### config.mk
export PLATFORM = sky130hd
export DESIGN_NAME = msgpass_buff_wr_arbiter
export DESIGN_NICKNAME = d
export VERILOG_FILES = /design/src/rtl/msgPass_config_pkg.sv /design/src/rtl/msgpass_wr_hold_slot.sv /design/src/rtl/msgpass_buff_wr_arbiter.sv
export SDC_FILE = /design/constraint.sdc
export NUM_CORES = 1
export LEC_CHECK = 0
export ABC_AREA = 0
export CORE_ASPECT_RATIO = 1.75
export CORE_MARGIN = 2
export CORE_UTILIZATION = 48
export DETAILED_ROUTE_END_ITERATION = 7
export HOLD_SLACK_MARGIN = 0.03
export PLACE_DENSITY = 0.8
export SLEW_MARGIN = 20
export SYNTH_ARGS = -nofsm -noshare
export SYNTH_HDL_FRONTEND = slang
export SYNTH_SLANG_ARGS = --single-unit
### constraint.sdc
create_clock -name write_clk_i -period 2.75 [get_ports write_clk_i]
set_clock_uncertainty 0.05 [all_clocks]
set_input_delay 0.275 -clock write_clk_i [delete_from_list [all_inputs] [get_ports write_clk_i]]
set_output_delay 0.275 -clock write_clk_i [all_outputs]
set_load 0.005 [all_outputs]
### src/rtl/msgPass_config_pkg.sv
// Shared configuration for the message-passing buffer and its write-side arbiter.
package msgPass_config_pkg;

  localparam int MSGPASS_BUFF_ADDR_WIDTH  = 8;
  localparam int MSGPASS_BUFF_RDATA_WIDTH = 16;
  localparam int MSGPASS_WR_ARB_CNT_WIDTH = 16;

  typedef struct packed {
    logic [MSGPASS_BUFF_ADDR_WIDTH-1:0]  addr;
    logic [MSGPASS_BUFF_RDATA_WIDTH-1:0] data;
  } msgpass_wr_req_t;

  typedef enum logic [1:0] {
    ST_RUN   = 2'd0,
    ST_DRAIN = 2'd1,
    ST_DONE  = 2'd2
  } msgpass_wr_arb_state_e;

  typedef enum logic {
    PRIO_A = 1'b0,
    PRIO_B = 1'b1
  } msgpass_wr_prio_e;

endpackage

### src/rtl/msgpass_wr_hold_slot.sv
// One-entry write holding register: valid flag plus address/data payload.
module msgpass_wr_hold_slot #(
  parameter int ADDR_WIDTH = 8,
  parameter int DATA_WIDTH = 16
) (
  input  logic                  clk,
  input  logic                  rst_n,
  input  logic                  load,
  input  logic                  clear,
  input  logic [ADDR_WIDTH-1:0] load_addr,
  input  logic [DATA_WIDTH-1:0] load_data,
  output logic                  valid,
  output logic [ADDR_WIDTH-1:0] addr,
  output logic [DATA_WIDTH-1:0] data
);

  // Load wins over clear so a slot can be refilled on the edge it issues.
  // NOTE: state registers use non-blocking assignments so every flop samples pre-edge values.
  always_ff @(posedge clk or negedge rst_n) begin
    if (!rst_n)     valid <= 1'b0;
    else if (load)  valid <= 1'b1;
    else if (clear) valid <= 1'b0;
  end

  // NOTE: payload is left unreset; it is only looked at while valid is set.
  always_ff @(posedge clk) begin
    if (load) begin
      addr <= load_addr;
      data <= load_data;
    end
  end

endmodule

### src/rtl/msgpass_buff_wr_arbiter.sv
// Write-side scheduler for the dual-port message buffer: holds one request per
// requester and serialises same-address writes by round-robin priority.
module msgpass_buff_wr_arbiter
  import msgPass_config_pkg::*;
#(
  parameter int ADDR_WIDTH = MSGPASS_BUFF_ADDR_WIDTH,
  parameter int DATA_WIDTH = MSGPASS_BUFF_RDATA_WIDTH,
  parameter int CNT_WIDTH  = MSGPASS_WR_ARB_CNT_WIDTH
) (
  input  logic                  write_clk_i,
  input  logic                  rstn,
  input  logic                  reqA_valid_i,
  output logic                  reqA_ready_o,
  input  logic [ADDR_WIDTH-1:0] reqA_addr_i,
  input  logic [DATA_WIDTH-1:0] reqA_data_i,
  input  logic                  reqB_valid_i,
  output logic                  reqB_ready_o,
  input  logic [ADDR_WIDTH-1:0] reqB_addr_i,
  input  logic [DATA_WIDTH-1:0] reqB_data_i,
  output logic [ADDR_WIDTH-1:0] buff_waddr_portA_o,
  output logic [DATA_WIDTH-1:0] buff_wdata_portA_o,
  output logic                  buff_wen_portA_o,
  output logic [ADDR_WIDTH-1:0] buff_waddr_portB_o,
  output logic [DATA_WIDTH-1:0] buff_wdata_portB_o,
  output logic                  buff_wen_portB_o,
  input  logic                  flush_req_i,
  output logic                  flush_done_o,
  output logic                  busy_o,
  output logic [CNT_WIDTH-1:0]  conflict_cnt_o,
  input  logic                  conflict_cnt_clr_i
);

  msgpass_wr_arb_state_e state;
  msgpass_wr_prio_e      prio;

  logic                  hold_a_v, hold_b_v;
  logic [ADDR_WIDTH-1:0] hold_a_addr, hold_b_addr;
  logic [DATA_WIDTH-1:0] hold_a_data, hold_b_data;
  logic                  coll, issue_a, issue_b, load_a, load_b, drained;

  assign coll    = hold_a_v && hold_b_v && (hold_a_addr == hold_b_addr);
  assign issue_a = hold_a_v && (!coll || prio == PRIO_A);
  assign issue_b = hold_b_v && (!coll || prio == PRIO_B);

  assign reqA_ready_o = (state == ST_RUN) && (!hold_a_v || issue_a);
  assign reqB_ready_o = (state == ST_RUN) && (!hold_b_v || issue_b);
  assign load_a       = reqA_valid_i && reqA_ready_o;
  assign load_b       = reqB_valid_i && reqB_ready_o;

  assign drained = !hold_a_v && !hold_b_v && buff_wen_portA_o && buff_wen_portB_o;
  assign busy_o  = hold_a_v | hold_b_v | !buff_wen_portA_o | !buff_wen_portB_o;

  msgpass_wr_hold_slot #(.ADDR_WIDTH(ADDR_WIDTH), .DATA_WIDTH(DATA_WIDTH)) u_slot_a (
    .clk       (write_clk_i),
    .rst_n     (rstn),
    .load      (load_a),
    .clear     (issue_a),
    .load_addr (reqA_addr_i),
    .load_data (reqA_data_i),
    .valid     (hold_a_v),
    .addr      (hold_a_addr),
    .data      (hold_a_data)
  );

  msgpass_wr_hold_slot #(.ADDR_WIDTH(ADDR_WIDTH), .DATA_WIDTH(DATA_WIDTH)) u_slot_b (
    .clk       (write_clk_i),
    .rst_n     (rstn),
    .load      (load_b),
    .clear     (issue_b),
    .load_addr (reqB_addr_i),
    .load_data (reqB_data_i),
    .valid     (hold_b_v),
    .addr      (hold_b_addr),
    .data      (hold_b_data)
  );

  // Write ports: active-low enable, address/data hold when nothing issues.
  always_ff @(posedge write_clk_i or negedge rstn) begin
    if (!rstn) begin
      buff_wen_portA_o   <= 1'b1;
      buff_wen_portB_o   <= 1'b1;
      buff_waddr_portA_o <= '0;
      buff_wdata_portA_o <= '0;
      buff_waddr_portB_o <= '0;
      buff_wdata_portB_o <= '0;
    end else begin
      buff_wen_portA_o <= !issue_a;
      buff_wen_portB_o <= !issue_b;
      if (issue_a) begin
        buff_waddr_portA_o <= hold_a_addr;
        buff_wdata_portA_o <= hold_a_data;
      end
      if (issue_b) begin
        buff_waddr_portB_o <= hold_b_addr;
        buff_wdata_portB_o <= hold_b_data;
      end
    end
  end

  // Priority passes to the loser of each collision; clear beats increment.
  always_ff @(posedge write_clk_i or negedge rstn) begin
    if (!rstn) begin
      prio           <= PRIO_A;
      conflict_cnt_o <= '0;
    end else begin
      if (coll) prio <= issue_a ? PRIO_B : PRIO_A;
      if (conflict_cnt_clr_i)
        conflict_cnt_o <= '0;
      else if (coll && (conflict_cnt_o != {CNT_WIDTH{1'b1}}))
        conflict_cnt_o <= conflict_cnt_o + CNT_WIDTH'(1);
    end
  end

  always_ff @(posedge write_clk_i or negedge rstn) begin
    if (!rstn) begin
      state        <= ST_RUN;
      flush_done_o <= 1'b0;
    end else begin
      flush_done_o <= 1'b0;
      unique case (state)
        ST_RUN:   if (flush_req_i) state <= ST_DRAIN;
        ST_DRAIN: if (drained) begin
          state        <= ST_DONE;
          flush_done_o <= 1'b1;
        end
        ST_DONE:  state <= ST_RUN;
        default:  state <= ST_RUN;
      endcase
    end
  end

endmodule

After elaboration in Yosys (flattened, before gate mapping) --
Cells that the tools add are included.
Storage, ports and cells: bits in registers 120, input port bits 54, output and inout bits 70, word-level logic and storage cells 66
Operators by class: add/subtract/negate cells 1, equality and inequality tests 5, multiplexer cells 12, bitwise gates (word level) 4, reductions and logical operators 28
Operators with widths (count):
- two-way mux 16 bit | 2
- adder 16 x 1 -> 16 bit (second input constant) | 1
- != test 16 bit (second input constant) | 1
- logical AND 1 bit | 12
- == test 8 bit | 1
- logical NOT 1 bit | 7
- two-way mux 1 bit | 7
- nonzero test 2 bit | 3
- logical OR 1 bit | 4
- two-way mux 2 bit | 2
- != test 2 bit (second input constant) | 2
- one-hot mux 2 bit (2 select lines) | 1
- bitwise OR 1 bit | 3
- == test 2 x 1 -> 1 bit (second input constant) | 1
- logical NOT 2 bit | 1
- AND reduction 2 bit | 1
- NOT 1 bit | 1

Depth between registers and ports, before layout --
Gate-level depths: netlist of the first run.
depth after elaboration 9, mapped depth 7, mapped depth without buffers 6

Cells and area by module --
From an unflattened synthesis of the first run, not the netlist that was laid out.
Second synthesis, totals: cells, all modules 287, area, all modules 4526.8 um^2
Modules (own cells, without submodules):
- msgpass_buff_wr_arbiter | instances 1, cells an instance 233, area an instance 3012.9 um^2, seq. area each 1754.2 um^2
- msgpass_wr_hold_slot | instances 2, cells an instance 27, area an instance 757.0 um^2, seq. area each 745.7 um^2

Worst setup path before layout of the first run --
Ideal clock, no wire load.
path kind reg-to-reg, from register u_slot_b.addr[7], to register u_slot_b.addr[0], enable pin, setup time 405 ps, arrival time 2039 ps, required time 2295 ps, slack 256 ps, cell stages (with the launch flop) 7, buffers on the path 1, clock period less this slack 2494 ps, cells stage by stage edfxtp_1 > xnor2_1 > nand4_1 > or3_1 > buf_2 > nor2_1 > nor2_1
On the way: longest elaborated chain between the ends 8
Ends and longest elaborated chain:
- start: declaration | RTL line msgpass_wr_hold_slot.sv:13 | output logic [ADDR_WIDTH-1:0] addr,
- start signal: assignment | RTL line msgpass_wr_hold_slot.sv:28 | addr <= load_addr;
- == test 8 bit | RTL line msgpass_buff_wr_arbiter.sv:41 | assign coll = hold_a_v && hold_b_v && (hold_a_addr == hold_b_addr);
- logical AND 1 bit | RTL line msgpass_buff_wr_arbiter.sv:41
- logical NOT 1 bit | RTL line msgpass_buff_wr_arbiter.sv:43 | assign issue_b = hold_b_v && (!coll || prio == PRIO_B);
- logical OR 1 bit | RTL line msgpass_buff_wr_arbiter.sv:43
- logical AND 1 bit | RTL line msgpass_buff_wr_arbiter.sv:43
- logical OR 1 bit | RTL line msgpass_buff_wr_arbiter.sv:46 | assign reqB_ready_o = (state == ST_RUN) && (!hold_b_v || issue_b);
- logical AND 1 bit | RTL line msgpass_buff_wr_arbiter.sv:46
- logical AND 1 bit | RTL line msgpass_buff_wr_arbiter.sv:48 | assign load_b = reqB_valid_i && reqB_ready_o;
- named net load_b | RTL line msgpass_buff_wr_arbiter.sv:39 | logic coll, issue_a, issue_b, load_a, load_b, drained;
The timed path passes the listed nets, and every way through them passes these cells. A chain may end at the register's enable or synchronous reset.

Final worst setup path of the first run --
from register u_slot_b.addr[0], to output port reqB_ready_o
On the way: longest elaborated chain between the ends 7
Ends and longest elaborated chain:
- == test 8 bit | RTL line msgpass_buff_wr_arbiter.sv:41
- logical AND 1 bit | RTL line msgpass_buff_wr_arbiter.sv:41
- logical NOT 1 bit | RTL line msgpass_buff_wr_arbiter.sv:43
- logical OR 1 bit | RTL line msgpass_buff_wr_arbiter.sv:43
- logical AND 1 bit | RTL line msgpass_buff_wr_arbiter.sv:43
- logical OR 1 bit | RTL line msgpass_buff_wr_arbiter.sv:46
- logical AND 1 bit | RTL line msgpass_buff_wr_arbiter.sv:46
- end: declaration | RTL line msgpass_buff_wr_arbiter.sv:17 | output logic reqB_ready_o,
Every way passes these cells.

==> results of run 1 <==
## state kept, by name (all words and copies together) (netlist names)
signal              flops
buff_wdata_portA_o     16
buff_wdata_portB_o     16
conflict_cnt_o         16
u_slot_a.data          16
u_slot_b.data          16
buff_waddr_portA_o      8
buff_waddr_portB_o      8
u_slot_a.addr           8
u_slot_b.addr           8
state                   2
buff_wen_portA_o        1
buff_wen_portB_o        1
flush_done_o            1
prio                    1
u_slot_a.valid          1
u_slot_b.valid          1
## timing repair
item	CTS	global route
resized for setup	1	2
hold buffers	1	0
pin swaps	1	2
endpoints found under the setup margin	2	2
endpoints found under the hold margin	70	0
setup buffers	1	2
## worst reg2reg max path: stages (launching register included)
cell and delay [ps]:
edfxtp_1 420, xnor2_1 180, nand4_1 220, buf_4 200
or4_4 600, nor4_1 250, mux2_2 370
## cell usage in the layout, fill, tap and decap left out, drive strengths merged
master,netlist,layout
ha,1,1
or4,6,6
nor2,14,14
nand2,12,12
mux2i,2,2
or3,8,8
nor3b,2,2
inv,4,4
bufinv,0,4
clkdlybuf4s50,0,122
dlygate4sd3,0,1
and2,2,2
a21oi,12,12
clkinv,0,5
nor2b,3,3
a21boi,1,1
buf,8,8
o31ai,5,5
xnor2,9,9
o2111ai,1,1
clkbuf,2,23
dfrtp,70,70
edfxtp,48,48
o21ai,8,8
xor2,1,1
mux2,51,51
a21o,1,1
or2,1,1
nor3,2,2
nand4,4,4
dfstp,2,2
nor4,3,3
nand3,8,8
## power breakdown
part           total (mW)  switching, mW  leakage, nW  internal [mW]
sequential           2.77          0.298         1.33           2.48
clock                2.31          0.727        0.311           1.58
combinational        1.86          0.654        0.873           1.21
## logic make-up (layout without fill, tap and decap cells)
family	Yosys count	after routing	share of synthesized area
and+or+nand+nor	65	65	0.0758
AOI/OAI and AO/OA	28	28	0.0381
buffers and inverters	14	167	0.0176
muxes	53	53	0.131
adders and majority gates	1	1	0.00276
xor gates and xnor gates	10	10	0.0193
DFF	120	120	0.715
## metrics by stage
step                utilization  instances  hold slack, ps  setup slack [ps]  area (um2)
finish                    0.703        566             378               159        6570
global route              0.703        566             363            -0.293        6570
CTS                       0.701        564             356              37.1        6550
detailed placement        0.632        530             416               355        5910
global placement          0.632        530             407               376        5910
floorplan                     -        291           -70.6               256        4540
## routing by layer
layer / share of wire / vias up / GRT usage / wire (um)
li1: - / 1347 / - / -
met1: 0.37 / 1467 / 0.225 / 3590
met2: 0.56 / 103 / 0.365 / 5470
met3: 0.045 / 18 / 0.0559 / 438
met4: 0.031 / 0 / 0.117 / 300
met5: 0 / - / 0 / 0
## synth_stat cells, types with 2 or more instances
| cell | number | area [um2] |
|---|---|---|
| dfrtp_1 | 70 | 1750 |
| mux2_2 | 51 | 574 |
| edfxtp_1 | 48 | 1440 |
| nor2_1 | 14 | 52.6 |
| a21oi_1 | 12 | 60.1 |
| nand2_1 | 12 | 45.0 |
| xnor2_1 | 9 | 78.8 |
| nand3_1 | 8 | 40.0 |
| o21ai_0 | 7 | 35.0 |
| or3_1 | 7 | 43.8 |
| o31ai_1 | 5 | 37.5 |
| or4_1 | 5 | 37.5 |
| buf_2 | 4 | 20.0 |
| inv_1 | 4 | 15.0 |
| nand4_1 | 4 | 25.0 |
| buf_6 | 3 | 33.8 |
| nor2b_1 | 3 | 18.8 |
| nor4_1 | 3 | 18.8 |
| and2_1 | 2 | 12.5 |
| clkbuf_1 | 2 | 7.51 |
| dfstp_2 | 2 | 52.6 |
| mux2i_1 | 2 | 20.0 |
| nor3_1 | 2 | 10.0 |
| nor3b_1 | 2 | 15.0 |
## path summary, 6_finish.rpt
kind,slack (ps),endpoint,depth (start not counted)
max,160,reqB_ready_o,6
min,380,u_slot_a.data[5],1
max reg2reg,340,conflict_cnt_o[5],6
min reg2reg,420,buff_wdata_portA_o[8],1
max in group asynchronous,1500,buff_wdata_portB_o[0],2
min in group asynchronous,510,buff_wdata_portB_o[8],2
## layout make-up
| class | instances | area, um2 | share of cell area |
|---|---|---|---|
| tap | 122 | 153 | 0.0232 |
| inverter | 4 | 15.0 | 0.00228 |
| timing repair buffer | 131 | 1300 | 0.198 |
| multi-input combinational | 157 | 1230 | 0.188 |
| clock inverter | 9 | 145 | 0.0221 |
| clock buffer | 23 | 478 | 0.0727 |
| sequential | 120 | 3250 | 0.494 |
==> key figures, run 1 <==
Synth
  – Unique masters post-synth: 34
  – Mapped Area: 4540 um2
  – Synth Net Count: 346
  – Flops & latches, synth: 120
  – Ys flop type: dfrtp_1
  – Seq/Total Area, Yosys: 0.715
  – FFs w/ async S/R, synth: 0.600
  – Ys Warns: 0
  – Syn Area/Cell: 15.6 um2
  – Synthesized instance count: 291
  – EDFF count, synth: 48

Floorplan
  – IO Pins: 124
  – Die height: 133 um
  – # rows: 47
  – Die Area: 10,300 um2
  – Die X-Extent: 77.5 um
  – Initial core utilization: 0.485
  – Core area: 9350 um2

Timing
  – RSZ-0062 raised after global routing: yes
  – Period Utilization, post-route: 0.942
  – Pins over their slew limit: 0
  – Worst slew pin tran: 957 ps
  – Post-layout min period: 2590 ps
  – Final setup vio count: 0
  – Hold Fails Final Rpt: 0
  – F_max: 386 MHz
  – Slew headroom: 0.362
  – TNS Setup: 0 ps

Pwr
  – VDD IR max: 586 uV
  – Power Total: 6.94 mW
  – Pwr dens: 1060 nW/um2
  – Leak Pwr: 2.51 nW

Global routing
  – Grt ovf: 0
  – Pin count of the biggest net entering global routing: 73
  – Number of global-route vias before repair: 3,220
  – GRT Overall Usage: 0.209
  – First-pass GRT wire length: 16.0 mm
  – Antenna violations before repair: 0

Worst setup path
  – Worst-path cell chain: xnor2_1, nand4_1, or3_4, nor2_2, nor3_1, clkdlybuf4s50_1
  – Worst path slowest cell: clkdlybuf4s50_1
  – Crit path buffers/inverters: 1
  – Crit Path Max Fanout: 3
  – CP max stage delay: 460 ps
  – Family with the most delay on the worst path: simple AND/OR/NAND/NOR gates
  – Setup CP Type: register to output pin
  – Startpoint Class: register
  – WP data required: 2420 ps
  – Crit path DAT: 2270 ps
  – Worst Setup SP: u_slot_b.addr[0]
  – Worst setup EP type: output pin
  – Critical R2R Launch: u_slot_b.addr[0]

Clock network
  – CTS H-tree depth: 4
  – Reg clk slew, reported paths: 50 ps
  – Root buffer cell: clkbuf_16
  – Number of buffers created by CTS: 17
  – CTS tree: yes
  – Clock Path Buffers: 2
  – Clk sinks: 120
  – Clk_lat worst skew: 400 ps

Routing
  – Remaining routing DRC violations: 0
  – Via count: 2,935
  – Via density per instance: 5.19
  – Final WL: 9.80 mm
  – Antenna Nets Post-Route: 0
  – DRT Pass-1 Iters: 4
  – Initial DRC count: 132
  – WL/cell: 17.3 um

Worst hold path
  – Hold Path Origin: reqA_data_i[5]
  – Hold Crit Class: input pin to register

Final layout
  – Diodes inserted: 0
  – Nets: 486
  – Filler cell count: 605
  – Area grow syn2layout: 44.9%
  – Layout cells sized above 1: 0.225

Job
  – Max_cap viols: 0

Place
  – Final HPWL from detailed placement: 6.67 mm
  – Routability congestion estimate: 0.794
  – # port buffers: 123

Status
  – Outcome: finished clean
(Power assumes the default switching activity.)
==> run 2, diff against run 1 <==
--- a/config.mk
+++ b/config.mk
@@ -12,6 +12,7 @@
 export DETAILED_ROUTE_END_ITERATION = 7
 export HOLD_SLACK_MARGIN = 0.03
 export PLACE_DENSITY = 0.8
+export RECOVER_POWER = 100
 export SLEW_MARGIN = 20
 export SYNTH_ARGS = -nofsm -noshare
 export SYNTH_HDL_FRONTEND = slang
==> key figures, run 2 (synthesis gave the netlist of run 1 again) <==
Floorplan
  – IO Pins: 124 (unchanged)
  – Die Area: 10,300 um2 (unchanged)
  – # rows: 47 (unchanged)
  – Initial core utilization: 0.485 (unchanged)
  – Die height: 133 um (unchanged)
  – Core area: 9350 um2 (unchanged)
  – Die X-Extent: 77.5 um (unchanged)

Clock network
  – Root buffer cell: clkbuf_16
  – Clk_lat worst skew: 400 ps (about the same)
  – CTS tree: yes
  – CTS H-tree depth: 4 (unchanged)
  – Number of buffers created by CTS: 17 (unchanged)
  – Reg clk slew, reported paths: 50 ps (about the same)
  – Clk sinks: 120 (unchanged)
  – Clock Path Buffers: 2 (unchanged)

Global routing
  – Number of global-route vias before repair: 3,220 (unchanged)
  – Grt ovf: 0 (unchanged)
  – Antenna violations before repair: 0 (unchanged)
  – First-pass GRT wire length: 16.0 mm (unchanged)
  – Pin count of the biggest net entering global routing: 73 (unchanged)
  – GRT Overall Usage: 0.209 (unchanged)

Status
  – Violated checks: capacitance limit, slew limit
  – Outcome: finished, violations left

Timing
  – Hold Fails Final Rpt: 0 (unchanged)
  – Slew headroom: -0.235 (-0.597)
  – F_max: 387 MHz (+0.24%)
  – Pins over their slew limit: 73 (+73)
  – RSZ-0062 raised after global routing: yes
  – Post-layout min period: 2580 ps (-6.29 ps)
  – Final setup vio count: 0 (unchanged)
  – Post-route setup slack: 165 ps (+6.29 ps)
  – Worst slew pin tran: 1850 ps (+896 ps)
  – Period Utilization, post-route: 0.940 (-0.00229)

Worst hold path
  – Hold Crit Depth: 1 (unchanged)
  – Worst Hold End: buff_wdata_portA_o[8]
  – Hold Path Origin: u_slot_a.data[8]
  – Hold Crit Class: register to register

Routing
  – Via count: 2,940 (+0.17%)
  – DRT Pass-1 Iters: 4 (unchanged)
  – Initial DRC count: 135 (+2.3%)
  – WL/cell: 17.2 um (-0.53%)
  – Via density per instance: 5.19 (+0.17%)
  – Final WL: 9.74 mm (-0.53%)
  – Remaining routing DRC violations: 0 (unchanged)
  – Antenna Nets Post-Route: 0 (unchanged)

Final layout
  – Diodes inserted: 0 (unchanged)
  – Final instance area: 6570 um2 (about the same)
  – Commonest non-fill, non-tap cells in the layout: 114 x dlygate4sd3_1, 70 x dfrtp_1, 51 x mux2_2
  – Nets: 486 (unchanged)
  – Filler cell count: 606 (+0.17%)
  – Most common cell after layout, fill and taps aside: dlygate4sd3_1
  – Area grow syn2layout: 44.8% (about the same)
  – Layout cells sized above 1: 0.225 (unchanged)

Worst setup path
  – Crit path DAT: 2260 ps (about the same)
  – Crit Path Max Fanout: 3 (unchanged)
  – WP data required: 2420 ps (about the same)
  – Startpoint Class: register
  – Worst R2R Path Depth: 6 (unchanged)
  – Setup slack, reg-to-reg: 340 ps (about the same)
  – Critical R2R Launch: u_slot_b.addr[0]
  – Setup CP Type: register to output pin
  – Worst r2r dst: conflict_cnt_o[5]
  – Worst setup EP type: output pin

Job
  – Max_cap viols: 1 (+1)

Place
  – Final HPWL from detailed placement: 6.67 mm (unchanged)
  – # port buffers: 123 (unchanged)
  – Post-Place Worst Slack: 355 ps (unchanged)
  – Routability congestion estimate: 0.794 (unchanged)
  – DP Area: 5910 um2 (unchanged)

Pwr
  – VDD IR max: 581 uV (-0.84%)
  – Power Total: 6.77 mW (-2.4%)
  – Leak Pwr: 2.60 nW (+3.4%)
  – Pwr dens: 1030 nW/um2 (-2.4%)
-- run 2: power breakdown --
part	leakage (nW)	internal [mW]	switching, mW
Sequential	1.33	2.48	0.281
Combinational	0.958	1.05	0.654
Clock	0.311	1.58	0.728
-- run 2: cell type report --
| class | instances | area [um2] | share of cell area |
|---|---|---|---|
| Tap cell | 122 | 153 | 0.0232 |
| Timing Repair Buffer | 131 | 1300 | 0.198 |
| Clock inverter | 9 | 145 | 0.0221 |
| Inverter | 4 | 15.0 | 0.00228 |
| Sequential cell | 120 | 3250 | 0.494 |
| Multi-Input combinational cell | 157 | 1230 | 0.188 |
| Clock buffer | 23 | 478 | 0.0727 |
-- run 2: metrics by stage --
step / instances / hold slack [ps] / setup TNS, ps / util
CTS: 564 / 356 / 0 / 0.701
global placement: 530 / 407 / 0 / 0.632
finish: 566 / 424 / 0 / 0.703
detailed placement: 530 / 416 / 0 / 0.632
global route: 566 / 432 / -0.293 / 0.703
floorplan: 291 / -70.6 / 0 / -
-- run 2: timing repair --
action / CTS / global route
gates resized for setup: 1 / 2
setup endpoints to repair: 2 / 2
pin swaps: 1 / 2
setup buffers: 1 / 2
endpoints found under the hold margin: 70 / 0
hold buffers: 1 / 0
-- run 2: worst max-delay path by stage --
stage / cells past startpoint / to / from
final: 6 / reqA_ready_o / u_slot_b.addr[0]
after CTS: 6 / reqB_ready_o / u_slot_b.addr[4]
after floorplan: 6 / u_slot_b.addr[0] / u_slot_b.addr[7]
after global placement: 6 / reqB_ready_o / u_slot_b.addr[4]
after global routing: 6 / reqA_ready_o / u_slot_b.addr[0]
after detailed placement: 6 / reqB_ready_o / u_slot_b.addr[0]
-- run 2: critical path, stage by stage (launching register included) --
cell and delay [ps]:
edfxtp_1 420, xnor2_1 180, nand4_1 210, nor3_2 330, nand2_1 100, and2_1 180, clkdlybuf4s50_1 440
-- run 2: per-layer routing --
metal	vias up	GRT usage	share of wire
li1	1348	-	-
met1	1471	0.225	0.36
met2	103	0.365	0.56
met3	18	0.0559	0.045
met4	0	0.117	0.031
met5	-	0	0
==> run 3, diff against run 2 <==
--- a/config.mk
+++ b/config.mk
@@ -6,12 +6,14 @@
 export NUM_CORES = 1
 export LEC_CHECK = 0
 export ABC_AREA = 0
+export CELL_PAD_IN_SITES_DETAIL_PLACEMENT = 1
+export CELL_PAD_IN_SITES_GLOBAL_PLACEMENT = 1
 export CORE_ASPECT_RATIO = 1.75
 export CORE_MARGIN = 2
-export CORE_UTILIZATION = 48
+export CORE_UTILIZATION = 39
 export DETAILED_ROUTE_END_ITERATION = 7
 export HOLD_SLACK_MARGIN = 0.03
-export PLACE_DENSITY = 0.8
+export PLACE_DENSITY_LB_ADDON = 0.1
 export RECOVER_POWER = 100
 export SLEW_MARGIN = 20
 export SYNTH_ARGS = -nofsm -noshare
==> key figures, run 3 (synthesis gave the netlist of run 1 again) <==
Status
  – Outcome: finished, violations left
  – Violated checks: capacitance limit, slew limit

Final layout
  – Layout cells sized above 1: 0.233 (+0.00796)
  – Register area: 3250 um2 (unchanged)
  – Filler cell count: 1,116 (+84%)
  – Final instance area: 6580 um2 (+0.11%)
  – Commonest non-fill, non-tap cells in the layout: 117 x dlygate4sd3_1, 70 x dfrtp_1, 51 x mux2_2
  – Area grow syn2layout: 45.0%
  – Area occupied by multi-input gates: 1250 um2 (+1.7%)
  – Nets: 488 (+0.41%)
  – Most common cell after layout, fill and taps aside: dlygate4sd3_1

Pwr
  – Power Total: 6.70 mW (-1.0%)
  – Leak Pwr: 2.58 nW (-0.65%)
  – Pwr dens: 1020 nW/um2 (-1.1%)
  – VDD IR max: 604 uV (+3.8%)

Routing
  – Remaining routing DRC violations: 0 (unchanged)
  – DRT Pass-1 Iters: 4 (unchanged)
  – Final WL: 10.8 mm (+11%)
  – Via density per instance: 5.03 (-3.2%)
  – Antenna Nets Post-Route: 0 (unchanged)
  – WL/cell: 18.5 um (+7.6%)
  – Initial DRC count: 108 (-20%)
  – Via count: 2,931 (-0.31%)

Job
  – Max_cap viols: 1 (unchanged)

Global routing
  – Pin count of the biggest net entering global routing: 73 (unchanged)
  – First-pass GRT wire length: 17.6 mm (+9.5%)
  – GRT Overall Usage: 0.187 (-0.0214)
  – Grt ovf: 0 (unchanged)
  – Number of global-route vias before repair: 3,319 (+3.1%)
  – Antenna violations before repair: 2 (+2)

Place
  – # port buffers: 123 (unchanged)
  – Post-Place Worst Slack: 323 ps (-32.5 ps)
  – Routability congestion estimate: 0.843 (+6.2%)
  – Final HPWL from detailed placement: 7.29 mm (+9.3%)
  – DP Area: 5950 um2 (+0.74%)

Floorplan
  – IO Pins: 124 (unchanged)
  – Die Area: 12,500 um2 (+22%)
  – Core area: 11,500 um2 (+22%)
  – Die height: 147 um (+11%)
  – Die X-Extent: 85.5 um (+10%)
  – Initial core utilization: 0.396 (-0.0890)
  – # rows: 52 (+11%)

Timing
  – RSZ-0062 raised after global routing: no
  – Hold_ws: 425 ps (+0.215 ps)
  – TNS Setup: 0 ps (unchanged)
  – F_max: 381 MHz (-1.5%)
  – Post-layout min period: 2620 ps (+38.6 ps)
  – Pins over their slew limit: 73 (unchanged)
  – Period Utilization, post-route: 0.954 (+0.0140)
  – Slew headroom: -0.221 (+0.0143)
  – Worst slew pin tran: 1830 ps (-21.4 ps)
  – Hold Fails Final Rpt: 0 (unchanged)
  – Post-route setup slack: 127 ps (-38.6 ps)
  – Final setup vio count: 0 (unchanged)

Clock network
  – CTS H-tree depth: 4 (unchanged)
  – Clock Path Buffers: 2 (unchanged)
  – Number of buffers created by CTS: 17 (unchanged)
  – Clk sinks: 120 (unchanged)
  – CTS tree: yes
  – Root buffer cell: clkbuf_16
  – Clk_lat worst skew: 410 ps (about the same)
  – Reg clk slew, reported paths: 60 ps (about the same)

Worst setup path
  – Worst setup EP type: output pin
  – Worst-path cell chain: xnor2_2, nand4_1, or3_4, nor2_2, nor3_1, clkdlybuf4s50_1
  – Family with the most delay on the worst path: simple AND/OR/NAND/NOR gates
  – Startpoint Class: register
  – CP max stage delay: 480 ps (+40 ps)
  – WP data required: 2420 ps (about the same)
  – Crit path buffers/inverters: 1 (unchanged)
  – Crit path DAT: 2300 ps (+40 ps)
  – Setup CP Type: register to output pin
  – Crit Path Max Fanout: 8 (+5)
  – Worst path slowest cell: or3_4

Worst hold path
  – Hold Crit Class: register to register
-- run 3: cell types whose count changed in the layout (fill, tap and decap cells not counted), moves of 3 or more --
| cell | before | now |
|---|---|---|
| clkbuf_2 | 1 | 5 |
| clkinv_4 | 0 | 5 |
| buf_4 | 5 | 1 |
| clkbuf_8 | 3 | 0 |
| dlygate4sd3_1 | 114 | 117 |
| clkdlybuf4s50_1 | 9 | 6 |
-- run 3: final timing paths --
path                                        from                    end  slack (ps)  cells past startpoint
worst max-delay path            u_slot_b.addr[0]           reqB_ready_o         130                      6
worst min-delay path            u_slot_b.data[3]  buff_wdata_portB_o[3]         420                      1
worst max register to register  u_slot_b.addr[0]      conflict_cnt_o[3]         190                      8
worst min register to register  u_slot_b.data[3]  buff_wdata_portB_o[3]         420                      1
max in group asynchronous                   rstn  buff_waddr_portA_o[7]         700                      2
min in group asynchronous                   rstn      conflict_cnt_o[5]         850                      2
-- run 3: metal layers --
metal  part of all wire  track usage
met4              0.018       0.0738
met5                  0            0
met3              0.057       0.0712
met2               0.56        0.327
met1               0.37        0.201
-- run 3: repair_timing --
action | CTS | global route
buffers inserted | 3 | 1
pin swaps | 2 | 0
hold buffers | 1 | 0
endpoints found under the hold margin | 70 | 0
gates resized for setup | 2 | 3
setup endpoints to repair | 1 | 5
-- run 3: final cells by class --
class | count | area share
multi-input cells | 157 | 0.191
diodes | 2 | 0.000761
repair buffers | 133 | 0.196
clock inverters | 14 | 0.0264
flip-flops and latches | 120 | 0.493
inverters | 4 | 0.00228
clock buffers | 18 | 0.0652
well taps | 135 | 0.0257
-- run 3: stage by stage --
| stage | utilization | cells |
|---|---|---|
| 2_1_floorplan | - | 291 |
| 3_3_place_gp | 0.520 | 544 |
| 3_5_place_dp | 0.520 | 544 |
| 4_1_cts | 0.576 | 580 |
| 5_1_grt | 0.574 | 582 |
| 6_report | 0.575 | 583 |
-- run 3: worst register-to-register path, stage by stage (launching register included) --
cell,delay (ps)
edfxtp_1,420
xnor2_2,190
nand4_1,150
clkbuf_1,160
clkbuf_4,140
clkbuf_4,120
or4_4,610
or3_2,480
a21oi_1,140
-- run 3: power breakdown --
group          switching [mW]  total, mW  leakage (nW)  internal, mW
sequential              0.274       2.75          1.33          2.48
clock                   0.834       2.26         0.295          1.43
combinational           0.653       1.69         0.957          1.03
total                    1.76       6.70          2.58          4.94
